==> src/rtl/rv32i_pkg.sv <==
// Shared RV32I front-end types: fetch FSM states and the buffered fetch entry.
package rv32i_pkg;

  localparam int              XLEN      = 32;
  localparam logic [XLEN-1:0] NOP_INSTR = 32'h0000_0013;

  typedef enum logic [1:0] {
    IDLE,
    WAIT,
    DROP
  } fetch_state_e;

  typedef struct packed {
    logic [XLEN-1:0] pc;
    logic [XLEN-1:0] instr;
  } fetch_entry_t;

endpackage

==> src/rtl/fetch_fifo.sv <==
// Small synchronous FIFO of fetch entries; flush empties it and wins over push/pop.
module fetch_fifo
  import rv32i_pkg::*;
#(
  parameter int DEPTH = 2
) (
  input  logic                     clk,
  input  logic                     rst,
  input  logic                     push,
  input  logic                     pop,
  input  logic                     flush,
  input  fetch_entry_t             wr_data,
  output fetch_entry_t             rd_data,
  output logic [$clog2(DEPTH):0]   count,
  output logic                     full,
  output logic                     empty
);

  localparam int AW = $clog2(DEPTH);
  localparam int CW = AW + 1;

  fetch_entry_t   mem_q [DEPTH];
  logic [AW-1:0]  wr_ptr_q;
  logic [AW-1:0]  rd_ptr_q;
  logic [CW-1:0]  count_q;
  logic           do_push;
  logic           do_pop;

  assign full    = (count_q == CW'(DEPTH));
  assign empty   = (count_q == '0);
  assign do_push = push && !full;
  assign do_pop  = pop && !empty;

  // Pointers wrap naturally because DEPTH is a power of two.
  always_ff @(posedge clk or posedge rst) begin
    if (rst) begin
      for (int i = 0; i < DEPTH; i++) mem_q[i] <= '{pc: '0, instr: NOP_INSTR};
      wr_ptr_q <= '0;
      rd_ptr_q <= '0;
      count_q  <= '0;
    end else if (flush) begin
      wr_ptr_q <= '0;
      rd_ptr_q <= '0;
      count_q  <= '0;
    end else begin
      if (do_push) begin
        mem_q[wr_ptr_q] <= wr_data;
        wr_ptr_q        <= wr_ptr_q + 1'b1;
      end
      if (do_pop) rd_ptr_q <= rd_ptr_q + 1'b1;
      count_q <= count_q + CW'(do_push) - CW'(do_pop);
    end
  end

  assign rd_data = mem_q[rd_ptr_q];
  assign count   = count_q;

endmodule

==> src/rtl/fetch_stage.sv <==
// RV32I fetch stage: owns the PC, issues imem requests, buffers returned words for decode.
//   state | meaning
//   IDLE  | nothing outstanding at memory
//   WAIT  | one granted request outstanding, response will be kept
//   DROP  | one granted request outstanding, response will be discarded
module fetch_stage
  import rv32i_pkg::*;
#(
  parameter logic [31:0] RESET_PC   = 32'h0000_0000,
  parameter int          FIFO_DEPTH = 2
) (
  input  logic        clk,
  input  logic        rst,
  output logic        imem_req,
  output logic [31:0] imem_addr,
  input  logic        imem_gnt,
  input  logic        imem_rvalid,
  input  logic [31:0] imem_rdata,
  input  logic        redirect_valid,
  input  logic [31:0] redirect_pc,
  output logic        id_valid,
  input  logic        id_ready,
  output logic [31:0] id_instr,
  output logic [31:0] id_pc
);

  localparam int            CW      = $clog2(FIFO_DEPTH) + 1;
  localparam logic [CW-1:0] DEPTH_C = CW'(FIFO_DEPTH);

  fetch_state_e   state_q, state_d;
  logic [31:0]    pc_q, req_pc_q, pend_addr_q;
  logic           pend_q, stale_q;
  logic [CW-1:0]  fifo_count, count_after;
  logic           fifo_full, fifo_empty;
  logic           push, pop, granted, drop_grant, new_req;
  fetch_entry_t   wr_entry, head;
  logic           unused_redirect_lsb;

  assign unused_redirect_lsb = ^redirect_pc[1:0];

  assign pop  = id_valid && id_ready;
  assign push = (state_q == WAIT) && imem_rvalid && !redirect_valid;

  // Occupancy after this edge; a new request may issue if its response will fit.
  assign count_after = redirect_valid ? '0 : fifo_count + CW'(push) - CW'(pop);
  assign new_req     = ((state_q == IDLE) || imem_rvalid) && (count_after < DEPTH_C);

  // A pending request holds its original address even if a redirect moved pc_q.
  assign imem_req   = !rst && (pend_q || new_req);
  assign imem_addr  = pend_q ? pend_addr_q : pc_q;
  assign granted    = imem_req && imem_gnt;
  assign drop_grant = redirect_valid || stale_q;

  always_comb begin
    state_d = state_q;
    unique case (state_q)
      IDLE: if (granted) state_d = drop_grant ? DROP : WAIT;
      WAIT, DROP: begin
        if (imem_rvalid)         state_d = granted ? (drop_grant ? DROP : WAIT) : IDLE;
        else if (redirect_valid) state_d = DROP;
      end
      default: state_d = IDLE;
    endcase
  end

  always_ff @(posedge clk or posedge rst) begin
    if (rst) begin
      state_q     <= IDLE;
      pc_q        <= RESET_PC;
      req_pc_q    <= '0;
      pend_q      <= 1'b0;
      pend_addr_q <= '0;
      stale_q     <= 1'b0;
    end else begin
      state_q <= state_d;
      pend_q  <= imem_req && !imem_gnt;
      stale_q <= imem_req && !imem_gnt && (stale_q || redirect_valid);
      if (imem_req && !imem_gnt) pend_addr_q <= imem_addr;
      if (granted) req_pc_q <= imem_addr;
      // A stale grant fetched the old address; pc_q already holds the redirect target.
      if (redirect_valid)          pc_q <= {redirect_pc[31:2], 2'b00};
      else if (granted && !stale_q) pc_q <= pc_q + 32'd4;
    end
  end

  assign wr_entry = '{pc: req_pc_q, instr: imem_rdata};

  fetch_fifo #(.DEPTH(FIFO_DEPTH)) u_fifo (
    .clk     (clk),
    .rst     (rst),
    .push    (push),
    .pop     (pop),
    .flush   (redirect_valid),
    .wr_data (wr_entry),
    .rd_data (head),
    .count   (fifo_count),
    .full    (fifo_full),
    .empty   (fifo_empty)
  );

  assign id_valid = !fifo_empty;
  assign id_instr = head.instr;
  assign id_pc    = head.pc;

`ifndef SYNTHESIS
  a_rvalid_in_idle: assert property (@(posedge clk) disable iff (rst)
    !(imem_rvalid && state_q == IDLE))
    else $error("imem_rvalid with no request outstanding");
  a_push_full: assert property (@(posedge clk) disable iff (rst) !(push && fifo_full))
    else $error("fetch buffer overflow");
`endif

endmodule

==> config.mk <==
export PLATFORM = sky130hd
export DESIGN_NAME = fetch_stage
export DESIGN_NICKNAME = d
export VERILOG_FILES = /design/src/rtl/rv32i_pkg.sv /design/src/rtl/fetch_fifo.sv /design/src/rtl/fetch_stage.sv
export SDC_FILE = /design/constraint.sdc
export NUM_CORES = 1
export LEC_CHECK = 0
export ABC_AREA = 1
export ABC_CLOCK_PERIOD_IN_PS = 12600
export BUFFER_PORTS_ARGS = -buffer_cell sky130_fd_sc_hd__buf_2
export CAP_MARGIN = 20
export CORE_MARGIN = 3
export CORE_UTILIZATION = 41
export CTS_CLUSTER_DIAMETER = 200
export DETAILED_ROUTE_END_ITERATION = 12
export PLACE_DENSITY = 0.65
export SLEW_MARGIN = 10
export SYNTH_ARGS = -nofsm -noshare
export SYNTH_HDL_FRONTEND = slang
export SYNTH_SLANG_ARGS = --single-unit
==> constraint.sdc <==
create_clock -name clk -period 12.6 [get_ports clk]
set_input_delay 1.26 -clock clk [delete_from_list [all_inputs] [get_ports clk]]
set_output_delay 1.26 -clock clk [all_outputs]
set_load 0.01 [all_outputs]
==> results.json <==
{
  "status": "complete, no violations",
  "syn_avg_cell_area_um2": 7.685,
  "rrSetupSlack_ns": 9.79,
  "endpoint": "id_instr[10]",
  "setup_violations": 0,
  "finish.utilization_pct": 48.82,
  "crit_path_end_kind": "primary output",
  "drive_gt1_share_pct": 15.83,
  "syn_to_final_growth_pct": 16.66,
  "syn-cell-area_um2": 10940,
  "ys_seq_area_share_pct": 52.70,
  "ys_types": 35,
  "hold_viol": 0,
  "drt_pass1_iterations": 5,
  "grtUsageTotal_pct": 19.22,
  "io_buffer_count": 165,
  "synthTopCellsByArea": "dfrtp_1 (51%), nand2_1 (21%), o21ai_0 (8.5%), inv_1 (4.4%), nor2_1 (2.4%)",
  "leakage_nw": 6.862,
  "routed_wirelength_um": 27570,
  "synth_xor_xnor_area_share_pct": 0.9611,
  "regToRegStartpoint": "u_fifo.count[1]$_DFF_PP0_",
  "antenna_cells": 0,
  "critPathKind": "reg -> out",
  "r2r.worst_path.cells": 17,
  "async_flop_share_pct": 100.0,
  "synth_compound_area_share_pct": 10.58,
  "clockBufferDepth": 3,
  "fin_skew_ns": 0.01234,
  "cts_setup_buffers": 0,
  "instances_no_fill": 1908,
  "synth_cells": 1423,
  "clk_pin_slew_ns": 0.06,
  "fillers": 2597,
  "rows": 59,
  "slew_headroom_pct": 28.97,
  "synth.most_common_cell": "nand2_1",
  "setup_tns_ns": 0,
  "cap_violations": 0,
  "clk_latency_ns": 0.52,
  "start_util_pct": 41.85,
  "synthAdderAreaFrac_pct": 0.6865,
  "start_kind": "flop",
  "r2r_end": "pc_q[8]$_DFFE_PP0P_",
  "synth-seq-cells": 230,
  "synth_warnings": 0,
  "tightestPinTransition_ns": 1.065,
  "cts_tree": "done",
  "grt-ovfl-total": 0,
  "ant_nets": 0,
  "fin_area_um2": 12760,
  "worstPathArrival_ns": 2.50,
  "die_x_um": 169.3,
  "placed_cells": 1860,
  "cts_buffers": 26,
  "post-route-min-period_ns": 3.763,
  "grt_pass1_vias": 8660,
  "drt_iter0_drc": 892,
  "synth_edf_count": 0,
  "yosys.area_share.simple_pct": 26.99,
  "dieArea_um2": 28670,
  "htreeDepth": 1,
  "synth_nets": 1499,
  "power.density_nw_per_um2": 217.7,
  "critPathLaunch": "u_fifo.rd_ptr_q$_DFFE_PP0P_",
  "worstPathRequired_ns": 11.34,
  "post_dp_cell_area_um2": 11900,
  "post_cts_resized": 0,
  "nets": 1629,
  "worstHoldPathType": "reg -> reg",
  "critPathMaxFanout": 38,
  "synth-main-ff-cell": "dfrtp_1",
  "synthTopCellsByCount": "nand2_1 (602), dfrtp_1 (224), o21ai_0 (185)",
  "io_pins": 168,
  "fmax_ghz": 0.2657,
  "die_y_um": 169.3,
  "num_vias": 9234,
  "viasPerCell": 4.840,
  "hpwl_um": 18350,
  "cts-root-buf": "clkbuf_16",
  "core_area_um2": 26130,
  "synth.mux.area_fraction_pct": 0.09153,
  "synth_top_area_share_pct": 51.26,
  "grt_setup_unrepaired": "false",
  "drc_errors": 0,
  "timing.final.crit_share_pct": 29.87,
  "wl_per_cell_um": 14.45,
  "antenna_found_initial": 0,
  "yosysTopAreaCell": "dfrtp_1",
  "drv_slew": 0,
  "gp_congestion": 0.9212,
  "cts_sinks": 230,
  "grt_pass1_wl_um": 45710,
  "cts_hold_buf": 0,
  "grt_max_degree": 114,
  "synth_top_family_by_area": "simple AND/OR/NAND/NOR gates",
  "vdd_ir_drop_max_v": 0.0001033
}
==> stage by stage <==
stage | total power [W] | hold WS (ns) | setup slack, ns
after global placement | 0.002019 | 0.4535 | 8.875
final | 0.002778 | 0.4720 | 8.837
after detailed placement | 0.002047 | 0.4607 | 8.878
after CTS | 0.002805 | 0.4747 | 8.809
after floorplan | 0.001720 | 0.4417 | 4.971
after global routing | 0.002997 | 0.4895 | 8.672
==> worst min-delay path by stage <==
stage / from / to / depth (start not counted)
2_1_floorplan: pend_addr_q[2]$_DFFE_PP0N_ / pend_addr_q[2]$_DFFE_PP0N_ / 2
3_3_place_gp: pend_addr_q[14]$_DFFE_PP0N_ / pend_addr_q[14]$_DFFE_PP0N_ / 2
3_5_place_dp: pend_addr_q[13]$_DFFE_PP0N_ / pend_addr_q[13]$_DFFE_PP0N_ / 2
4_1_cts: pend_addr_q[28]$_DFFE_PP0N_ / pend_addr_q[28]$_DFFE_PP0N_ / 2
5_1_grt: pend_addr_q[11]$_DFFE_PP0N_ / pend_addr_q[11]$_DFFE_PP0N_ / 2
6_report: pend_addr_q[13]$_DFFE_PP0N_ / pend_addr_q[13]$_DFFE_PP0N_ / 2
==> power breakdown <==
group          switching (W)  internal [W]  leakage [nW]
combinational       0.000569      0.000307          3.50
sequential          0.000145       0.00101          2.93
clock               0.000299      0.000445         0.432
total                0.00101       0.00176          6.86
==> logic make-up after synthesis <==
kind of cell	count (synthesis)
muxes	1
and+or+nand+nor	742
buffers and inverters	204
AOI/OAI and AO/OA	228
adders and majority gates	6
DFF	230
xor gates and xnor gates	12
==> state kept, by name, summed over array words and instances, names as in the netlist <==
name / flops
pc_q: 30
pend_addr_q: 32
pend_q: 1
req_pc_q: 32
stale_q: 1
state_q: 2
u_fifo.count: 2
u_fifo.mem_q: 128
u_fifo.rd_ptr_q: 1
u_fifo.wr_ptr_q: 1
==> final cells by class <==
cell class / instances / area, um^2 / share of cell area [%]
Clock buffer: 35 / 765.7 / 6.002
Clock inverter: 13 / 95.09 / 0.7454
Timing Repair Buffer: 176 / 908.4 / 7.120
Inverter: 130 / 495.5 / 3.884
Tap cell: 335 / 419.2 / 3.286
Multi-Input combinational cell: 989 / 4309 / 33.78
Sequential cell: 230 / 5764 / 45.18
==> routing by layer <==
metal  up-vias  part of all wire [%]  GRT usage, %
li1       4690                     -             -
met1      4257                    50         29.54
met2       252                    42         28.80
met3        35                   6.0         2.702
met4         0                   2.1         4.694
met5         -                     0             0
==> critical path, cell delays in order (launching register included) <==
cell	delay, ns
dfrtp_2	0.60
inv_2	0.52
buf_4	0.50
nand2_1	0.10
nand2_1	0.09
buf_2	0.15
==> cells in the final DEF, fill, tap and decap left out, types with 12 or more instances in the layout <==
master | synthesis | final
nand3_1 | 34 | 34
inv_1 | 128 | 126
xor2_1 | 12 | 12
a21oi_1 | 34 | 34
clkbuf_16 | 0 | 27
o21ai_0 | 185 | 185
buf_2 | 18 | 165
nor3_1 | 14 | 14
nand2_1 | 602 | 601
dfrtp_1 | 224 | 223
nor2_1 | 69 | 69
Note: power is estimated with default switching activity, not from simulation.
